$ cat src/rtl/key_debounce.sv
// rtl/key_debounce.sv - push-button debouncer with a press/release FSM, press pulse and press counter
module key_debounce #(
    parameter int DB_CYCLES = 65536
) (
    input  logic       clk,
    input  logic       rst,
    input  logic       count,
    output logic       cnt,
    output logic       press,
    output logic [1:0] s_out,
    output logic [7:0] press_count
);

    localparam int TW = $clog2(DB_CYCLES);
    localparam logic [TW-1:0] T_LAST = TW'(DB_CYCLES - 1);

    typedef enum logic [1:0] {
        IDLE         = 2'b00,
        PRESS_WAIT   = 2'b01,
        PRESSED      = 2'b10,
        RELEASE_WAIT = 2'b11
    } state_t;

    state_t        state;
    state_t        state_nxt;
    logic          sync1;
    logic          count_s;
    logic [TW-1:0] timer;
    logic [TW-1:0] timer_nxt;
    logic          timer_done;
    logic          press_nxt;

    // Two-flop synchronizer; only count_s feeds the FSM.
    always_ff @(posedge clk) begin
        if (rst) begin
            sync1   <= 1'b0;
            count_s <= 1'b0;
        end else begin
            sync1   <= count;
            count_s <= sync1;
        end
    end

    assign timer_done = (timer == T_LAST);

    always_comb begin
        state_nxt = state;
        press_nxt = 1'b0;
        case (state)
            IDLE: begin
                if (count_s) state_nxt = PRESS_WAIT;
            end
            PRESS_WAIT: begin
                if (!count_s) begin
                    state_nxt = IDLE;
                end else if (timer_done) begin
                    state_nxt = PRESSED;
                    press_nxt = 1'b1;
                end
            end
            PRESSED: begin
                if (!count_s) state_nxt = RELEASE_WAIT;
            end
            RELEASE_WAIT: begin
                if (count_s) begin
                    state_nxt = PRESSED;
                end else if (timer_done) begin
                    state_nxt = IDLE;
                end
            end
            default: state_nxt = IDLE;
        endcase
    end

    // Every state change restarts the stability window, so the timer tops out at T_LAST.
    always_comb begin
        timer_nxt = timer;
        if (state_nxt != state) begin
            timer_nxt = '0;
        end else if (state == PRESS_WAIT || state == RELEASE_WAIT) begin
            timer_nxt = timer + 1'b1;
        end
    end

    always_ff @(posedge clk) begin
        if (rst) begin
            state       <= IDLE;
            timer       <= '0;
            cnt         <= 1'b0;
            press       <= 1'b0;
            press_count <= 8'd0;
        end else begin
            state <= state_nxt;
            timer <= timer_nxt;
            cnt   <= (state_nxt == PRESSED) || (state_nxt == RELEASE_WAIT);
            press <= press_nxt;
            if (press_nxt) press_count <= press_count + 8'd1;
        end
    end

    assign s_out = state;

endmodule

$ cat config.mk
export PLATFORM = sky130hd
export DESIGN_NAME = key_debounce
export DESIGN_NICKNAME = d
export VERILOG_FILES = /design/src/rtl/key_debounce.sv
export SDC_FILE = /design/constraint.sdc
export NUM_CORES = 1
export LEC_CHECK = 0
export ABC_AREA = 0
export BUFFER_PORTS_ARGS = -buffer_cell sky130_fd_sc_hd__buf_2
export CAP_MARGIN = 20
export CORE_ASPECT_RATIO = 0.7
export CORE_MARGIN = 2
export CORE_UTILIZATION = 56
export DETAILED_ROUTE_END_ITERATION = 7
export PLACE_DENSITY = 0.77
export SLEW_MARGIN = 20
export SYNTH_ARGS = -nofsm -noshare
export SYNTH_HDL_FRONTEND = slang
export SYNTH_SLANG_ARGS = --single-unit
$ cat constraint.sdc
create_clock -name clk -period 2.52 [get_ports clk]
set_clock_uncertainty 0.2 [all_clocks]
set_input_delay 0.504 -clock clk [delete_from_list [all_inputs] [get_ports clk]]
set_output_delay 0.504 -clock clk [all_outputs]
set_load 0.005 [all_outputs]
==> impl_summary.txt <==
----------------------------------------------------
[Global routing]
  GRT Residual Overflow ... 0
  Wire length of the first global-routing pass ... 4.692 mm
  Number of antenna violations at the first check in global routing ... 0
  Pin count of the biggest net entering global routing ... 17
  Overall fraction of global-route tracks in use ... 22.62%
  Number of global-route vias before repair ... 1042

[Run]
  Max-cap violations ... 0

[Cells and area]
  Final #Nets ... 175
  Antenna Diode Count ... 0
  Filler cell count ... 192
  P&R area growth vs syn ... 10.84%
  Fraction of final layout cells sized beyond drive strength 1 ... 17.65%

[Logic synthesis]
  Cell count after synthesis ... 153
  Area share of the largest cell type after synthesis ... 42.61%
  Proportion of synthesized chip area in sequential cells ... 42.61%
  Number of storage elements in the synthesis netlist ... 29
  Count of different cell masters after synthesis ... 30
  Leading post-synthesis cells by cell area ... sky130_fd_sc_hd__dfxtp_1, sky130_fd_sc_hd__xnor2_1, sky130_fd_sc_hd__nor2_1, sky130_fd_sc_hd__a21oi_1, sky130_fd_sc_hd__nand3_1
  Total standard cell area after synthesis ... 0.001363 mm²
  Post-synth top area cell ... sky130_fd_sc_hd__dfxtp_1
  Syn. warnings ... 0
  Syn Nets ... 158
  Average cell area after synthesis ... 8.906 µm²

[Pwr]
  Reported leakage power ... 0.5147 nW
  Pwr per Cell Area ... 509.2 mW/mm²
  Share of total power in the clock network ... 36.8%
  Net switching fraction of the power ... 21.90%
  P_sw ... 168.4 µW
  Combinational group share of total power ... 3.0%
  Flop pwr share ... 60.2%
  Internal ... 600.6 µW
  Peak supply drop ... 0.0003569 V

[Timing]
  Slew Limit Headroom ... 66.71%
  Time the final worst path needs with I/O delays and setup ... 2.308 ns
  F_max ... 0.4333 GHz
  Setup TNS after final layout ... 0 ns
  Worst Hold Slack ... 0.1728 ns
  Setup repair after global routing missed its margin ... no
  Final setup viols ... 0
  Final period utilization ... 91.58%
  Transition time at the pin with the least slew margin ... 0.4955 ns
  Number of max-slew violations in the final report ... 0
  Final hold vios ... 0

[Place]
  DP HPWL ... 2.084 mm
  Weighted congestion reported at the end of routability-driven placement ... 0.7914
  Input/output buffers ... 14

[Routing]
  Detailed-routing iteration count for the pre-antenna-repair pass ... 5
  Antenna Nets Post-Route ... 0
  DRC errors left ... 0
  Final routed wirelength across all metal layers ... 2.811 mm
  Number of vias after detailed routing ... 1195
  Detail-routed via count per cell ... 5.916
  Detailed Route Iter0 Violations ... 106
  Detailed-route wire length per cell ... 13.92 µm

[Die]
  Die outline area ... 0.002850 mm²
  Placeable Area ... 0.002225 mm²
  IO Count ... 15
  Initial Utilization ... 61.25%
  Die height ... 45.27 µm
  Horizontal die dimension ... 62.96 µm
  Standard-cell rows ... 14

[Setup path]
  CP endpoint kind ... register
  Startpoint types ... register
  Required time at the endpoint of the critical path ... 2.55 ns
  Number of cells on the critical path ... 5
  Worst endpoint data arrival time ... 2.34 ns
  Delay of the slowest critical-path stage ... 0.52 ns
  Type of the worst setup path ... reg -> reg
  Delay-heaviest family, CP ... simple AND/OR/NAND/NOR gates
  List of cells traversed by the critical path ... ha_1 > nand2_4 > or3_1 > nor4_1 > mux2_2
  Critical path's slowest cell ... sky130_fd_sc_hd__or3_1
  Maximum fanout along the worst path ... 10
  Buffers & Inverters on Critical Path ... 0
  Worst reg-to-reg path cell count ... 5

[Clock network]
  Quantity of hold-fixing buffers added after cts ... 0
  H-tree depth ... 2
  Sinks on the clock net ... 29
  Inserted Clock Buffers ... 5
  # Post-CTS Setup Buffers ... 0
  Worst skew pair latency ... 0.33 ns
  Clock slew at the register clock pins of the worst setup and hold paths ... 0.09 ns
  Gates resized, CTS repair ... 0
  Cell chosen for the clock root ... sky130_fd_sc_hd__clkbuf_4
  CTS tree ... yes
  Number of buffers on the longest clock path ... 2

[Run status]
  Outcome ... finished, final reports clean

[Worst hold path]
  Worst hold path cell count ... 2
  Class of the tightest hold or removal check ... in -> reg

----------------------------------------------------
[synthesized netlist by cell type]
cell type	count
sky130_fd_sc_hd__a21oi_1	10
sky130_fd_sc_hd__and4_1	2
sky130_fd_sc_hd__buf_2	2
sky130_fd_sc_hd__buf_4	3
sky130_fd_sc_hd__clkbuf_1	2
sky130_fd_sc_hd__dfxtp_1	29
sky130_fd_sc_hd__ha_1	2
sky130_fd_sc_hd__inv_1	1
sky130_fd_sc_hd__mux2_2	2
sky130_fd_sc_hd__mux2i_1	1
sky130_fd_sc_hd__nand2_1	6
sky130_fd_sc_hd__nand2_4	1
sky130_fd_sc_hd__nand2b_1	2
sky130_fd_sc_hd__nand3_1	9
sky130_fd_sc_hd__nand3_2	1
sky130_fd_sc_hd__nand3_4	1
sky130_fd_sc_hd__nand4_1	7
sky130_fd_sc_hd__nor2_1	19
sky130_fd_sc_hd__nor2b_1	5
sky130_fd_sc_hd__nor3_1	4
sky130_fd_sc_hd__nor4_1	6
sky130_fd_sc_hd__o21ai_0	6
sky130_fd_sc_hd__o21bai_1	1
sky130_fd_sc_hd__o31ai_1	4
sky130_fd_sc_hd__or2_2	2
sky130_fd_sc_hd__or3_1	7
sky130_fd_sc_hd__or4_1	4
sky130_fd_sc_hd__xnor2_1	10
sky130_fd_sc_hd__xnor3_1	1
sky130_fd_sc_hd__xor2_1	3
[metrics by stage]
stage / total power [mW] / instances / utilization, % / setup slack [ns] / cell area, µm²
2_1_floorplan: 0.4887 / 153 / - / 0.4023 / 1363
3_3_place_gp: 0.4955 / 195 / 65.41 / 0.3293 / 1455
3_5_place_dp: 0.4966 / 195 / 65.41 / 0.2443 / 1455
4_1_cts: 0.7743 / 202 / 67.89 / 0.2336 / 1510
5_1_grt: 0.8062 / 202 / 67.89 / 0.06330 / 1510
6_report: 0.7690 / 202 / 67.89 / 0.2122 / 1510
[flip-flops by register name (all words and copies together), names as in the netlist]
register,flops
press,1
press_count,8
s_out,1
count_s,1
sync1,1
timer,16
cnt,1
[worst register-to-register path, stage by stage, from the launching register on]
cell and delay, ns:
sky130_fd_sc_hd__dfxtp_1 0.42, sky130_fd_sc_hd__ha_1 0.28, sky130_fd_sc_hd__nand2_4 0.09, sky130_fd_sc_hd__or3_1 0.52
sky130_fd_sc_hd__nor4_1 0.34, sky130_fd_sc_hd__mux2_2 0.37
[cell usage in the layout, fill, tap and decap left out, types with 2 or more instances in the layout]
| master | n |
|---|---|
| sky130_fd_sc_hd__nor2b_1 | 5 |
| sky130_fd_sc_hd__nor4_1 | 6 |
| sky130_fd_sc_hd__buf_2 | 14 |
| sky130_fd_sc_hd__o21ai_0 | 6 |
| sky130_fd_sc_hd__nand4_1 | 7 |
| sky130_fd_sc_hd__dfxtp_1 | 29 |
| sky130_fd_sc_hd__nor3_1 | 4 |
| sky130_fd_sc_hd__and4_1 | 2 |
| sky130_fd_sc_hd__ha_1 | 2 |
| sky130_fd_sc_hd__or3_1 | 7 |
| sky130_fd_sc_hd__nand2b_1 | 2 |
| sky130_fd_sc_hd__xor2_1 | 3 |
| sky130_fd_sc_hd__a21oi_1 | 10 |
| sky130_fd_sc_hd__or2_2 | 2 |
| sky130_fd_sc_hd__nand3_1 | 9 |
| sky130_fd_sc_hd__nand2_1 | 6 |
| sky130_fd_sc_hd__xnor2_1 | 10 |
| sky130_fd_sc_hd__or4_1 | 4 |
| sky130_fd_sc_hd__nor2_1 | 19 |
| sky130_fd_sc_hd__o31ai_1 | 4 |
| sky130_fd_sc_hd__buf_4 | 3 |
| sky130_fd_sc_hd__mux2_2 | 2 |
| sky130_fd_sc_hd__clkbuf_4 | 5 |
[worst paths after layout]
| check | to | start | slack (ns) |
|---|---|---|---|
| setup reg to reg | press_count[5] | timer[0] | 0.21 |
| hold reg to reg | count_s | sync1 | 0.28 |
| hold / removal | sync1 | count | 0.17 |
| setup / recovery | press_count[5] | timer[0] | 0.21 |
[power by group through the flow]
stage	Clock [mW]	Sequential, mW	Combinational, mW
CTS	0.288	0.463	0.0233
floorplan	0	0.473	0.0159
global placement	0	0.473	0.0224
global route	0.317	0.463	0.0256
finish	0.283	0.463	0.0232
detailed placement	0	0.473	0.0231
[cells by family (layout without fill, tap and decap cells)]
| kind of cell | Yosys count | after routing | share of synthesized area (%) |
|---|---|---|---|
| compound gates | 21 | 21 | 8.632 |
| xor+xnor | 14 | 14 | 10.01 |
| fa+ha+maj | 2 | 2 | 1.836 |
| buf+inv | 8 | 25 | 3.214 |
| flops | 29 | 29 | 42.61 |
| mux | 3 | 3 | 2.387 |
| simple gates | 76 | 76 | 31.31 |
[per-layer routing]
metal / vias to the layer above / GRT usage [%] / routed length [µm] / share of wire, %
li1: 589 / - / - / -
met1: 559 / 29.70 / 1371 / 49
met2: 39 / 32.77 / 1197 / 43
met3: 8 / 7.731 / 182 / 6.5
met4: 0 / 13.33 / 60 / 2.1
met5: - / 0 / 0 / 0
[area by class of cell]
class / instances / area [µm²] / share of cell area (%)
clock buffers: 7 / 55.05 / 3.645
inverters: 1 / 3.754 / 0.2485
multi-input cells: 116 / 738.2 / 48.88
flip-flops and latches: 29 / 580.6 / 38.44
well taps: 32 / 40.04 / 2.651
repair buffers: 17 / 92.59 / 6.131
(Power assumes the default switching activity.)
